==> src/rtl/eq_step_scheduler.sv <==
// rtl/eq_step_scheduler.sv - clock-enable step scheduler for the ILA-vs-HLS equivalence harness
// Runs both designs, freezes ILA on completion, drains HLS, then strobes a compare or times out.
module eq_step_scheduler #(
  parameter int HLS_DRAIN  = 5,
  parameter int MAX_CYCLES = 64,
  parameter int CNT_W      = 16,
  parameter int DRAIN_W    = 8
) (
  input  logic               clk,
  input  logic               rst,
  input  logic               start,
  input  logic               clear,
  input  logic               ila_complete,
  input  logic               hls_complete,
  output logic               ila_en,
  output logic               hls_en,
  output logic               check_valid,
  output logic [1:0]         phase,
  output logic               busy,
  output logic               timeout,
  output logic [CNT_W-1:0]   cycle_cnt,
  output logic [DRAIN_W-1:0] drain_cnt
);

  typedef enum logic [2:0] {
    S_IDLE,
    S_RUN,
    S_CHECK,
    S_DONE,
    S_TIMEOUT
  } state_t;

  localparam logic [CNT_W-1:0]   CNT_MAX   = CNT_W'(MAX_CYCLES);
  localparam logic [CNT_W-1:0]   CNT_LAST  = CNT_W'(MAX_CYCLES - 1);
  localparam logic [DRAIN_W-1:0] DRAIN_LIM = DRAIN_W'(HLS_DRAIN);
  localparam logic [DRAIN_W-1:0] DRAIN_SAT = DRAIN_W'(HLS_DRAIN + 1);

  state_t             state_q, state_d;
  logic [CNT_W-1:0]   cycle_cnt_q, cycle_cnt_d;
  logic [DRAIN_W-1:0] drain_cnt_q, drain_cnt_d;
  logic               hls_window;

  // HLS keeps stepping until the drain counter passes the drain allowance.
  assign hls_window = (drain_cnt_q <= DRAIN_LIM);

  always_ff @(posedge clk or posedge rst) begin
    if (rst) begin
      state_q     <= S_IDLE;
      cycle_cnt_q <= '0;
      drain_cnt_q <= '0;
    end else begin
      state_q     <= state_d;
      cycle_cnt_q <= cycle_cnt_d;
      drain_cnt_q <= drain_cnt_d;
    end
  end

  always_comb begin
    state_d     = state_q;
    cycle_cnt_d = cycle_cnt_q;
    drain_cnt_d = drain_cnt_q;
    if (clear) begin
      state_d     = S_IDLE;
      cycle_cnt_d = '0;
      drain_cnt_d = '0;
    end else begin
      case (state_q)
        S_IDLE: begin
          cycle_cnt_d = '0;
          drain_cnt_d = '0;
          if (start) state_d = S_RUN;
        end
        S_RUN: begin
          cycle_cnt_d = (cycle_cnt_q >= CNT_MAX) ? CNT_MAX : cycle_cnt_q + 1'b1;
          if (hls_complete)
            drain_cnt_d = (drain_cnt_q >= DRAIN_SAT) ? DRAIN_SAT : drain_cnt_q + 1'b1;
          else
            drain_cnt_d = '0;
          // Finish takes priority over the budget check on the same edge.
          if (ila_complete && !hls_window) state_d = S_CHECK;
          else if (cycle_cnt_q == CNT_LAST) state_d = S_TIMEOUT;
        end
        S_CHECK:   state_d = S_DONE;
        S_DONE:    state_d = S_DONE;
        S_TIMEOUT: state_d = S_TIMEOUT;
        default:   state_d = S_IDLE;
      endcase
    end
  end

  always_comb begin
    phase = 2'd0;
    case (state_q)
      S_CHECK:   phase = 2'd1;
      S_DONE:    phase = 2'd2;
      S_TIMEOUT: phase = 2'd3;
      default:   phase = 2'd0;
    endcase
  end

  assign busy        = (state_q == S_RUN);
  assign timeout     = (state_q == S_TIMEOUT);
  assign check_valid = (state_q == S_CHECK);
  assign ila_en      = busy & ~ila_complete;
  assign hls_en      = busy & hls_window;
  assign cycle_cnt   = cycle_cnt_q;
  assign drain_cnt   = drain_cnt_q;

endmodule

==> config.mk <==
export PLATFORM = sky130hd
export DESIGN_NAME = eq_step_scheduler
export DESIGN_NICKNAME = d
export VERILOG_FILES = /design/src/rtl/eq_step_scheduler.sv
export SDC_FILE = /design/constraint.sdc
export NUM_CORES = 1
export LEC_CHECK = 0
export CORE_ASPECT_RATIO = 1.1
export CORE_UTILIZATION = 45
export DETAILED_ROUTE_END_ITERATION = 8
export GPL_TIMING_DRIVEN = 1
export PLACE_DENSITY_LB_ADDON = 0.15
export SLEW_MARGIN = 40
export SYNTH_ARGS = -nofsm -noshare
export SYNTH_HDL_FRONTEND = slang
export SYNTH_SLANG_ARGS = --single-unit
==> constraint.sdc <==
create_clock -name clk -period 2.02 [get_ports clk]
set_input_delay 0.606 -clock clk [delete_from_list [all_inputs] [get_ports clk]]
set_output_delay 0.606 -clock clk [all_outputs]
set_load 0.01 [all_outputs]
==> flow_summary_export.csv <==
group,metric,value,unit
drt,drt.antenna.violating_nets,0,
setup_path,critPathMaxStageDelay,400,ps
setup_path,crit_family,"simple AND/OR/NAND/NOR gates",
setup_path,rrSetupSlack,80,ps
setup_path,end_kind,"output port",
die,dieHeight,61.92,µm
timing,skew,12.35,ps
timing,period_share,112.0,%
clock_tree,htreeDepth,1,
drt,routed_wl,3943,µm
place,gp_congestion,0.8146,
drt,drt_iter0_drc,56,
clock_tree,cts-root-buf,"clkbuf_4",
synth,syn-num-nets,168,
drt,drt_pass1_iterations,4,
global_route,gr-usage-all-layers,23.59,%
die,rows,21,
timing,report.final.slew_viol_count,0,
setup_path,crit_fanout,3,
place,port_buffers,36,
synth,synth_top_area_share,46.00,%
timing,fin_ws,-241.5,ps
layout,area_growth,54.09,%
layout,final_area,2263,µm²
clock_tree,clock_sinks,27,
synth,synth_seq_cells,27,
setup_path,critPathSlowestCell,"dfrtp_1",
layout,layout_commonest_cell,"buf_4",
min_path,min_path_type,"reg2reg",
drt,detail_route.wl_per_cell,14.77,µm
synth,ys_top_cells_by_area,"dfrtp_1 (46%), ha_1 (5.1%), nor2_1 (4.9%)",
synth,synthCells,156,
pwr,p_leak,1.124,nW
timing,rsz0062_at_grt,"true",
global_route,grt_pass1_vias,1380,
place,place_area,2069,µm²
synth,ys.flop_type,"dfrtp_1",
pwr,power.density,413.7,nW/µm²
drt,vias,1456,
layout,n_fill_cell,236,
layout,drive_gt1_share,36.48,%
setup_path,critPathKind,"reg2out",
layout,diodes,0,
timing,clock.fmax,442.2,MHz
timing,hold_viol_final,0,
clock_tree,clk_pin_slew,140,ps
synth,synth_edf_count,0,
die,design.core.area,3074,µm²
timing,relSlewSlack,74.85,%
setup_path,worstPathCellList,"inv_2 -> ha_2 -> or3b_4 -> and4_1 -> buf_2",
clock_tree,clk_path_buf_depth,2,
setup_path,crit_buf_inv,2,
layout,fin_nets,246,
synth,yosysSeqAreaShare,46.00,%
drt,route.detailed.drc,0,
timing,setup_viol,3,
global_route,grt_first_pass_wirelength,6244,µm
status,violations,"setup timing",
synth,synthArstFlopShare,100.0,%
global_route,overflow,0,
synth,synth_top_cell_by_area,"dfrtp_1",
clock_tree,ctsHoldBuffers,0,
clock_tree,clock_latency,340,ps
clock_tree,cts_tree,"built",
place,hpwl,2679,µm
synth,synth-warning-count,0,
synth,synth_area,1469,µm²
clock_tree,numCtsBuffers,3,
die,num_io_pins,37,
pwr,vdd_drop_max,466.7,µV
die,dieWidth,56.48,µm
layout,instances_no_fill,267,
place,place_inst,251,
layout,mostFrequentLayoutCells,"buf_4 (34), clkdlybuf4s50_1 (22), dfrtp_1 (19)",
die,die_area,3497,µm²
layout,utilization,73.63,%
setup_path,worstPathRequired,1410,ps
die,initial_core_util,47.78,%
drt,viasPerCell,5.453,
synth,syn_avg_cell_area,9.416,µm²
synth,synth_cell_type_count,38,
flow_run,cap_violations,0,
global_route,grt_max_degree,28,
timing,fin_crit,2261,ps
timing,worst_pin_slew,373.7,ps
setup_path,cp.arrival,1660,ps
status,status,"finished with violations",
global_route,antenna_found_initial,0,
setup_path,worst_setup_path_start_kind,"register",
[registers in the layout (all words and copies together) (netlist names)]
| name | cells |
|---|---|
| drain_cnt | 8 |
| cycle_cnt | 16 |
| state_q | 3 |
[per-stage QoR]
step	worst slack (ps)	hold slack, ps	setup TNS, ps	power, mW
global placement	-283.0	496.8	-4150	0.6743
global route	-307.6	584.7	-660.8	0.9810
floorplan	26.53	523.1	0	0.6127
detailed placement	-336.3	509.5	-4579	0.6793
CTS	-261.4	541.3	-593.1	0.9405
finish	-241.5	533.2	-334.1	0.9363
[cell type report]
| cell class | instances | area (µm²) | share of cell area [%] |
|---|---|---|---|
| clock buffer | 3 | 22.52 | 0.9950 |
| clock inverter | 1 | 7.507 | 0.3317 |
| inverter | 10 | 37.54 | 1.658 |
| multi-input combinational | 115 | 782.0 | 34.55 |
| sequential | 27 | 685.7 | 30.29 |
| tap | 34 | 42.54 | 1.879 |
| timing repair buffer | 77 | 685.7 | 30.29 |
[kinds of logic (layout without fill, tap and decap cells)]
kind of cell               Yosys count  count (layout)  synth area share, %
buffers and inverters               14              91                3.919
AOI/OAI and AO/OA                   26              26                11.24
xor gates and xnor gates             9               9                5.367
adders and majority gates            6               6                5.111
and+or+nand+nor                     74              74                28.37
DFF                                 27              27                46.00
[worst reg2reg max path: stages (launching register included)]
cell     delay, ps
dfrtp_1        430
buf_6          130
buf_6          110
or4b_4         570
nor4_4         210
buf_4          180
and3_1         150
a221o_1         90
[Yosys cell counts (all sizes together) (3+ instances only)]
master / number
and3: 5
and2: 3
o21ai: 8
nor4: 6
nand3: 6
nor3: 6
ha: 6
nand2: 11
nor2: 20
a31oi: 5
dfrtp: 27
a21oi: 5
inv: 10
nand4: 4
xnor2: 8
[layer usage]
layer	vias up	routed length (µm)	global-route usage [%]
li1	707	-	-
met1	705	1720	27.87
met2	38	2038	43.19
met3	6	112	2.899
met4	0	72	12.20
met5	-	0	0
[path summary, 6_finish.rpt]
check                                    end          from  depth (start not counted)
worst max-delay path                  hls_en  drain_cnt[1]                          5
worst min-delay path            cycle_cnt[2]  cycle_cnt[2]                          1
worst max register to register  cycle_cnt[4]    state_q[1]                          7
worst min register to register  cycle_cnt[2]  cycle_cnt[2]                          1
min in group asynchronous       cycle_cnt[8]           rst                          3
max in group asynchronous       cycle_cnt[4]           rst                          3
[what timing repair did]
| item | in CTS | in global routing |
|---|---|---|
| setup endpoints to repair | 12 | 34 |
| resized for setup | 47 | 27 |
| gates cloned | 0 | 0 |
| buffers inserted | 9 | 5 |
| pin swaps | 3 | 5 |
[power breakdown]
part	total, mW	internal (mW)	switching [mW]
logic	0.141	0.0762	0.0645
registers	0.552	0.547	0.00564
clock network	0.243	0.0759	0.167
total	0.936	0.699	0.237
Note: power is estimated with default switching activity, not from simulation.
